$ cat src/rtl/conv_sequencer.sv
// Sequences one conv pass: loads weights then biases, streams an image's pixels
// gated by conv idle, forwards results to the output FIFO and pulses done.
module conv_sequencer #(
    parameter int DATA_WIDTH   = 8,
    parameter int RESULT_WIDTH = 32,
    parameter int NUM_WEIGHTS  = 9,
    parameter int NUM_BIASES   = 9,
    parameter int IMG_DIM      = 224
) (
    input  logic                    clock,
    input  logic                    reset,
    input  logic                    start,
    output logic                    busy,
    output logic                    done,
    output logic                    overflow_err,
    input  logic                    param_empty,
    output logic                    param_rd_en,
    input  logic [DATA_WIDTH-1:0]   param_dout,
    input  logic                    pix_empty,
    output logic                    pix_rd_en,
    input  logic [DATA_WIDTH-1:0]   pix_dout,
    input  logic                    out_full,
    output logic                    out_wr_en,
    output logic [RESULT_WIDTH-1:0] out_din,
    output logic                    conv_weights_valid,
    output logic                    conv_bias_valid,
    output logic [DATA_WIDTH-1:0]   conv_new_pixel,
    output logic                    conv_new_data_valid,
    output logic                    conv_out_accepting,
    input  logic                    conv_idle,
    input  logic [RESULT_WIDTH-1:0] conv_result,
    input  logic                    conv_result_valid,
    input  logic                    conv_image_done,
    output logic [31:0]             result_count
);

    localparam int NUM_PIXELS = IMG_DIM * IMG_DIM;
    localparam int SENT_W     = $clog2(NUM_PIXELS + 1);
    localparam int LCNT_W     = $clog2(((NUM_WEIGHTS > NUM_BIASES) ? NUM_WEIGHTS : NUM_BIASES) + 1);

    localparam logic [2:0] S_IDLE   = 3'd0;
    localparam logic [2:0] S_LOAD_W = 3'd1;
    localparam logic [2:0] S_LOAD_B = 3'd2;
    localparam logic [2:0] S_STREAM = 3'd3;
    localparam logic [2:0] S_DRAIN  = 3'd4;
    localparam logic [2:0] S_DONE   = 3'd5;

    logic [2:0]            r_state;
    logic [LCNT_W-1:0]     r_load_cnt;
    logic [SENT_W-1:0]     r_sent;
    logic                  r_busy;
    logic                  r_done;
    logic                  r_overflow;
    logic                  r_weights_valid;
    logic                  r_bias_valid;
    logic                  r_new_data_valid;
    logic [DATA_WIDTH-1:0] r_new_pixel;
    logic [31:0]           r_result_count;

    logic w_param_pop;
    logic w_pix_pop;
    logic w_collect;
    logic w_wr;

    // The !r_new_data_valid term spaces pixels two cycles apart, covering conv's idle deassert lag.
    assign w_param_pop = ((r_state == S_LOAD_W) || (r_state == S_LOAD_B)) && !param_empty;
    assign w_pix_pop   = (r_state == S_STREAM) && !pix_empty && conv_idle && !r_new_data_valid
                         && (r_sent < SENT_W'(NUM_PIXELS));
    assign w_collect   = (r_state == S_STREAM) || (r_state == S_DRAIN);
    assign w_wr        = w_collect && conv_result_valid && !out_full;

    assign param_rd_en         = w_param_pop;
    assign pix_rd_en           = w_pix_pop;
    assign out_wr_en           = w_wr;
    assign out_din             = conv_result;
    assign conv_out_accepting  = !out_full;
    assign busy                = r_busy;
    assign done                = r_done;
    assign overflow_err        = r_overflow;
    assign conv_weights_valid  = r_weights_valid;
    assign conv_bias_valid     = r_bias_valid;
    assign conv_new_data_valid = r_new_data_valid;
    assign conv_new_pixel      = r_new_pixel;
    assign result_count        = r_result_count;

    // Pass sequencing FSM with registered conv strobes and result bookkeeping.
    always_ff @(posedge clock or posedge reset) begin
        if (reset) begin
            r_state          <= S_IDLE;
            r_load_cnt       <= '0;
            r_sent           <= '0;
            r_busy           <= 1'b0;
            r_done           <= 1'b0;
            r_overflow       <= 1'b0;
            r_weights_valid  <= 1'b0;
            r_bias_valid     <= 1'b0;
            r_new_data_valid <= 1'b0;
            r_new_pixel      <= '0;
            r_result_count   <= 32'd0;
        end else begin
            r_done           <= 1'b0;
            r_weights_valid  <= 1'b0;
            r_bias_valid     <= 1'b0;
            r_new_data_valid <= 1'b0;
            if (w_wr) begin
                r_result_count <= r_result_count + 32'd1;
            end
            if (w_collect && conv_result_valid && out_full) begin
                r_overflow <= 1'b1;
            end
            case (r_state)
                S_IDLE: begin
                    if (start) begin
                        r_state        <= S_LOAD_W;
                        r_busy         <= 1'b1;
                        r_result_count <= 32'd0;
                        r_load_cnt     <= '0;
                        r_sent         <= '0;
                    end
                end
                S_LOAD_W: begin
                    if (w_param_pop) begin
                        r_new_pixel     <= param_dout;
                        r_weights_valid <= 1'b1;
                        if (r_load_cnt == LCNT_W'(NUM_WEIGHTS - 1)) begin
                            r_load_cnt <= '0;
                            r_state    <= S_LOAD_B;
                        end else begin
                            r_load_cnt <= r_load_cnt + LCNT_W'(1);
                        end
                    end
                end
                S_LOAD_B: begin
                    if (w_param_pop) begin
                        r_new_pixel  <= param_dout;
                        r_bias_valid <= 1'b1;
                        if (r_load_cnt == LCNT_W'(NUM_BIASES - 1)) begin
                            r_load_cnt <= '0;
                            r_state    <= S_STREAM;
                        end else begin
                            r_load_cnt <= r_load_cnt + LCNT_W'(1);
                        end
                    end
                end
                S_STREAM: begin
                    if (w_pix_pop) begin
                        r_new_pixel      <= pix_dout;
                        r_new_data_valid <= 1'b1;
                        r_sent           <= r_sent + SENT_W'(1);
                    end
                    if (conv_image_done) begin
                        r_state <= S_DONE;
                        r_done  <= 1'b1;
                        r_busy  <= 1'b0;
                    end else if (w_pix_pop && (r_sent == SENT_W'(NUM_PIXELS - 1))) begin
                        r_state <= S_DRAIN;
                    end
                end
                S_DRAIN: begin
                    if (conv_image_done) begin
                        r_state <= S_DONE;
                        r_done  <= 1'b1;
                        r_busy  <= 1'b0;
                    end
                end
                S_DONE: begin
                    r_state <= S_IDLE;
                end
                default: begin
                    r_state <= S_IDLE;
                    r_busy  <= 1'b0;
                end
            endcase
        end
    end

endmodule

$ cat config.mk
export PLATFORM = sky130hd
export DESIGN_NAME = conv_sequencer
export DESIGN_NICKNAME = d
export VERILOG_FILES = /design/src/rtl/conv_sequencer.sv
export SDC_FILE = /design/constraint.sdc
export NUM_CORES = 1
export LEC_CHECK = 0
export ABC_AREA = 1
export BUFFER_PORTS_ARGS = -buffer_cell sky130_fd_sc_hd__buf_2
export CAP_MARGIN = 20
export CORE_MARGIN = 2
export CORE_UTILIZATION = 40
export CTS_BUF_LIST = sky130_fd_sc_hd__clkbuf_8
export DETAILED_ROUTE_END_ITERATION = 6
export GPL_TIMING_DRIVEN = 1
export HOLD_SLACK_MARGIN = 0.12
export MAX_ROUTING_LAYER = met4
export SLEW_MARGIN = 15
export SYNTH_ARGS = -nofsm -noshare
export SYNTH_HDL_FRONTEND = slang
export SYNTH_SLANG_ARGS = --single-unit
$ cat constraint.sdc
create_clock -name clock -period 4.3 [get_ports clock]
set_input_delay 0 -clock clock [delete_from_list [all_inputs] [get_ports clock]]
set_output_delay 0 -clock clock [all_outputs]
set_load 0.1 [all_outputs]
==> results of run 1 <==
[per-layer routing]
layer	share of wire (%)	vias to the layer above
met5	0	-
met1	43	2010
met2	50	164
li1	-	2133
met3	5.3	19
met4	2.1	0
[final cells by class]
class | instances | area, sq um | area share [%]
clock inverters | 6 | 55.05 | 1.006
inverters | 70 | 267.8 | 4.894
multi-input cells | 426 | 2161 | 39.49
well taps | 140 | 175.2 | 3.201
clock buffers | 10 | 137.6 | 2.515
repair buffers | 132 | 948.4 | 17.33
flip-flops and latches | 69 | 1727 | 31.56
[worst min-delay path, delay by kind of cell]
family                 cells  cell delay (ps)
AOI/OAI and AO/OA          1              130
and+or+nand+nor            1              300
buffers and inverters      1              120
[cells by family after synthesis]
logic type	count (synthesis)	synth area share, %
simple gates	334	34.49
buf+inv	111	12.94
compound gates	73	9.610
flops	69	38.67
mux	8	1.793
xor+xnor	7	1.373
fa+ha+maj	4	1.121
[layout by cell type (no fill, tap or decap), types with 3 or more instances in the layout]
master           n
nand2_1        151
nor2_1          88
buf_2           74
dfrtp_1         69
inv_1           66
dlygate4sd3_1   57
o21ai_0         28
nand3_1         27
a21oi_1         25
nand4_1         18
nor3_1          16
clkbuf_8        10
nand2_2          8
mux2i_1          8
o21ai_2          8
nand3b_1         5
xor2_1           5
inv_2            4
nor2_4           4
ha_1             4
nor3b_1          3
o21bai_1         3
nor4_1           3
[flip-flops by register name, indices dropped and copies added, names as in the netlist]
register             flops
overflow_err             1
r_sent                  16
result_count            32
conv_new_pixel           8
r_load_cnt               4
conv_new_data_valid      1
done                     1
r_state                  3
conv_bias_valid          1
conv_weights_valid       1
busy                     1
[synth_stat cells, types with 3 or more instances]
cell,count,area [sq um]
nor2_4,4,45.04
nand3_1,27,135.1
nor2_1,88,330.3
o21ai_2,8,70.07
nor4_1,3,18.77
nor3_1,16,80.08
mux2i_1,8,80.08
buf_2,4,20.02
nand2_2,8,50.05
xor2_1,5,43.79
ha_1,4,50.05
buf_4,34,255.2
nand3b_1,5,37.54
a21oi_1,25,125.1
dfrtp_1,69,1727
nand2_1,151,566.8
o21ai_0,28,140.1
inv_1,65,244.0
nor3b_1,3,22.52
inv_2,3,11.26
o21bai_1,3,22.52
nand4_1,18,112.6
[through the flow]
step                cell area (sq um)  utilization [%]  total power, mW
global placement                 4708            43.24            1.594
floorplan                        4466                -            1.615
finish                           5472            50.25            2.290
CTS                              5472            50.25            2.309
global route                     5472            50.25            2.412
detailed placement               4708            43.24            1.606
[power by group]
| group | internal, mW | switching [mW] |
|---|---|---|
| Sequential | 0.717 | 0.0491 |
| Combinational | 0.199 | 0.795 |
| Clock | 0.278 | 0.253 |
[how the worst min path moves through the flow]
stage / endpoint / slack, ps
2_1_floorplan: conv_bias_valid / 70
3_3_place_gp: conv_new_pixel[6] / -50
3_5_place_dp: conv_new_pixel[6] / -50
4_1_cts: result_count[0] / 240
5_1_grt: result_count[0] / 270
6_report: result_count[0] / 250
[timing repair]
action,in CTS,in global routing
endpoints found under the hold margin,61,0
hold buffers,57,0
setup buffers,0,0
gates resized for setup,0,0
==> impl_results.md, run 1 <==
* Synthesized Nets at 667
* Chip width at about 110 um
* Cts bufs inserted at 9
* Outcome: complete, no violations
* Max clock buf depth at 2
* Vias at 4326
* RSZ-0062 raised after global routing: false
* TritonRoute pass-1 iters at 5
* CP bufs+invs at 3
* Initial cell density of the core at between 40% and 50%
* Post-synthesis cell type count at 42
* Final ANT Viol Nets at 0
* Reg-to-reg critical path endpoint: conv_new_pixel[2]
* CP Data Arrival Time at 2420 ps
* Slew Viols, Final at 0
* Synth Register Bits at 69
* Achievable frequency at 413.5 MHz
* FFs w/ async S/R, synth at 100.0%
* Slew @ Worst Pin at 984.3 ps
* Max transition margin at 34.16%
* CP max stage cell: buf_2
* Rows at 38
* Post-route clock period utilization at about 56%
* Worst-case vdd ir drop at 0.0005148 V
* Worst setup EP type: output port
* DP Worst Slack at 2178 ps
* Crit path max-delay family: buffers and inverters
* Setup CP Type: reg2out
* Final hold violation count at 0
* Largest driver fanout on the critical path at 20
* Main synth FF type: dfrtp_1
* Antenna violations before repair at 0
* Worst Reg-to-Reg Cells at 9
* Ant. Diodes at 0
* Min-Delay Path Class: in2reg
* Element type at the critical path start: flop
* Drt via density at 5.072
* CTS root buf: clkbuf_8
* Static leakage at around 2.6 nW
* Area of the mapped netlist at roughly 4500 sq um
* Sequential share of the synthesized area at about two fifths
* Avg Synthesized Cell Area at 7.369 sq um
* CP Cell Sequence: inv_2, nand3_4, nand2_2, nand3_4, inv_4, buf_2
* Routed wire length at 11410 um
* Reg2reg start: conv_new_data_valid
* Core area at 10890 sq um
* Full die area at 12030 sq um
* Met1 GRT Util at 24.76%
* Wire per inst at 13.37 um
* Synth Instances at 606
* Finished Layout Cells at 853
* Number of fill cells at 1077
* Pwr/cell area at 418.6 nW/um^2
* Largest net degree at the start of global routing at roughly 60
* Setup TNS Final at 0 ps
* M3 GR Usage at 2.964%
* Overflow after GRT at 0
* Instance count on the critical path at 6
* Final Hold Slack at 252.4 ps
* Global Route Usage Sum at between 20% and 30%
* Chip Height at 109.7 um
* Number of H-tree levels at 3
* Placed Instances at 780
* I/O pin count at 139
* DR DRC count at 0
* Final worst slack at 1882 ps
* Critical path startpoint: r_state[2]
* CTS tree: done
* First-pass GRT wire length at 18600 um
* Synth Warn # at 0
* Crit path required time at 4300 ps
* HP Start: conv_result_valid
* Clock slew at reported path FFs at 80 ps
* 1st-iter DRT viols at 240
* Post-synth EDFFs at 0
* Maximum Capacitance Violations at 0
* Slowest stage delay, CP at 460 ps
* Global routing's busiest layer: met2
* Clk Latency, worst-skew pair at ~350 ps
* CTS Sinks at 69
* HPWL after detailed placement at around 8100 um
* Final setup viols at 0
* Layout area overhead at 22.53%
* Cell mode on critical path: nand3_4
* GPL Wtd Cong at 0.9015
* Share of layout cells above drive strength 1 at 17.95%
* Met2 Use GR at 34.44%
* Total Nets Final at 769
* PortBufs at 74
* Vias in the first global route at 4007
* Reg2Reg Setup Slack at 2020 ps
* Crit path to: out_wr_en
* Fin crit period at 2418 ps
* Hold depth at 3
* Max Clock Skew at between 8 and 9 ps
No activity file was read; power rests on OpenSTA's default activity.
==> run 2, diff against run 1 <==
--- a/config.mk
+++ b/config.mk
@@ -15,6 +15,7 @@
 export GPL_TIMING_DRIVEN = 1
 export HOLD_SLACK_MARGIN = 0.12
 export MAX_ROUTING_LAYER = met4
+export PLACE_DENSITY = 0.67
 export SLEW_MARGIN = 15
 export SYNTH_ARGS = -nofsm -noshare
 export SYNTH_HDL_FRONTEND = slang
==> constraint.sdc (replaced) <==
create_clock -name clock -period 2 [get_ports clock]
set_input_delay 0 -clock clock [delete_from_list [all_inputs] [get_ports clock]]
set_output_delay 0 -clock clock [all_outputs]
set_load 0.1 [all_outputs]
==> run 2 against run 1 <==
Compared with the run above:
- count of clock-buffer cells in the layout up 2
- global-route usage fell by 0.15 points
- critical path type unchanged
- worst hold slack worse by 37 ps
==> impl_results.md, run 2 (synthesis gave the netlist of run 1 again) <==
* Outcome: complete, no violations
* HPWL after detailed placement at 8357 um (+3.7%)
* Worst Reg-to-Reg Cells at 6 (-3)
* Cts bufs inserted at 9 (unchanged)
* GPL Wtd Cong at 0.8936 (-0.88%)
* P_int at 2.948 mW (+150%)
* Share of layout cells above drive strength 1 at 21.67% (+3.7 points)
* Layout area overhead at 27.26%
* Number of fill cells at 1029 (-4.5%)
* Largest net degree at the start of global routing at 25 (-58%)
* Clock share of power at 27.7% (+4.5 points)
* Chip Height at 109.7 um (unchanged)
* Register area at 1749 sq um (+1.3%)
* Antenna violations before repair at 0 (unchanged)
* Sequential cell fraction of total power at 31.0% (-2.4 points)
* Total Power at 5.324 mW (+130%)
* Multi-input gate area at 2178 sq um (+0.81%)
* 1st-iter DRT viols at 224 (-6.7%)
* Initial cell density of the core at 41.01% (unchanged)
* Commonest non-fill, non-tap cells in the layout: nand2_1 (151), nor2_1 (86), buf_2 (73), inv_1 (65), dlygate4sd3_1 (57)
* Post-CTS setup buffers at 0 (unchanged)
* Slew Viols, Final at 0 (unchanged)
* CTS Sinks at 69 (unchanged)
* Min-Delay Path Class: in2async
* Final ANT Viol Nets at 0 (unchanged)
* Reg2Reg Setup Slack at 140 ps (-1880 ps)
* Chip width at 109.7 um (unchanged)
* Static leakage at 2.669 nW (+1.9%)
* Element type at the critical path start: flop
* Overflow after GRT at 0 (unchanged)
* Crit path required time at 2000 ps (-2300 ps)
* Combinational share of power at 41.3% (-2.1 points)
* Wire per inst at 13.24 um (-0.94%)
* Largest driver fanout on the critical path at 16 (-20%)
* Max transition margin at 34.14% (about the same)
* P_sw at 2.375 mW (+120%)
* Max clock buf depth at 2 (unchanged)
* TritonRoute pass-1 iters at 6 (+1)
* Reg-to-reg critical path endpoint: conv_new_pixel[2]
* Setup TNS Final at 0 ps (unchanged)
* Clock slew at reported path FFs at 70 ps (about the same)
* I/O pin count at 139 (unchanged)
* Fin crit period at 1897 ps
* Maximum Capacitance Violations at 0 (unchanged)
* Pwr/cell area at 936.8 nW/um^2 (+120%)
* Final hold violation count at 0 (unchanged)
* Global Route Usage Sum at 20.27% (-0.15 points)
* Achievable frequency at 527.2 MHz
* Number of H-tree levels at 3 (unchanged)
* Worst-case vdd ir drop at 0.001532 V (+200%)
* PortBufs at 74 (unchanged)
* Ant. Diodes at 0 (unchanged)
* Setup CP Type: reg2out
* Post-placement cell area at 4836 sq um (+2.7%)
* Commonest non-fill, non-tap cell in the layout: nand2_1
* Drt via density at 5.035 (-0.72%)
* Rows at 38 (unchanged)
* Routed wire length at 11390 um (-0.13%)
* Post-route clock period utilization at 94.85%
* CTS tree: done
* Final Hold Slack at 214.9 ps (-37.46 ps)
* Vias in the first global route at 4057 (+1.2%)
* Clk Latency, worst-skew pair at 340 ps (about the same)
* Worst setup EP type: output port
* Vias at 4330 (+0.092%)
* CTS root buf: clkbuf_8
* CP Data Arrival Time at 1900 ps (-520 ps)
* Total Nets Final at 776 (+0.91%)
* Final setup viols at 0 (unchanged)
* Max reg flops at 32 (unchanged)
* Post-layout instance area at 5683 sq um (+3.9%)
* Finished Layout Cells at 860 (+0.82%)
* First-pass GRT wire length at 18690 um (+0.48%)
* Switching share of total power at 44.62% (-3.3 points)
* Placed Instances at 787 (+0.90%)
* Full die area at 12030 sq um (unchanged)
* Core area at 10890 sq um (unchanged)
* RSZ-0062 raised after global routing: true
* Reg2reg start: r_state[2]
* Max Clock Skew at 9.886 ps (+1.646 ps)
* DR DRC count at 0 (unchanged)
* Slew @ Worst Pin at 984.6 ps (+0.2505 ps)
[run 2: cell count changes in the layout (fill, tap and decap cells not counted), moves of 2 or more]
cell       change
nor2_2         +2
bufinv_16      +2
buf_4          +4
clkinv_2       -2
buf_12         +4
dfrtp_1       -18
clkbuf_8       +2
dfrtp_2       +18
nor2_1         -2
[run 2: worst max path at each step]
stage | startpoint | to | cells past startpoint
floorplan | result_count[2] | result_count[20] | 7
global placement | r_sent[0] | r_state[1] | 10
detailed placement | r_sent[0] | r_state[1] | 10
CTS | r_state[0] | out_wr_en | 7
global route | r_state[0] | out_wr_en | 7
finish | r_state[0] | out_wr_en | 7
[run 2: stage by stage]
stage          util (%)  worst slack, ps
6_report          52.19            103.1
5_1_grt           52.19            9.221
4_1_cts           52.03            93.45
3_5_place_dp      44.42            150.0
3_3_place_gp      44.42            144.1
2_1_floorplan         -           -2.625
[run 2: worst max-delay path: stages, from the launching register on]
cell and delay [ps]:
dfrtp_1 440, inv_1 140, nand3_1 140, nand2_2 140, nand3_4 140, buf_12 200
inv_4 150, buf_12 200
[run 2: final cells by class]
cell class	instances	share of cell area, %
multi-input cells	426	38.33
flip-flops and latches	69	30.78
repair buffers	139	18.54
inverters	70	4.712
well taps	140	3.082
clock buffers	12	2.906
clock inverters	4	1.651
[run 2: what timing repair did]
item                                   CTS  global route
gates resized for setup                  0             5
hold buffers                            57             0
setup endpoints to repair                0             5
endpoints found under the hold margin  124             0
[run 2: per-layer routing]
metal,track usage [%],share of wire (%),up-vias
li1,-,-,2137
met1,25.41,43,1987
met2,33.64,48,186
met3,2.905,6.8,20
met4,6.872,1.8,0
met5,-,0,-
[run 2: power by group through the flow]
stage	combinational [mW]	clock [mW]	sequential, mW
after global placement	1.82	0	1.67
after global routing	2.33	1.56	1.67
after detailed placement	1.84	0	1.67
final	2.20	1.47	1.65
after floorplan	1.06	0	2.41
after CTS	2.19	1.49	1.65
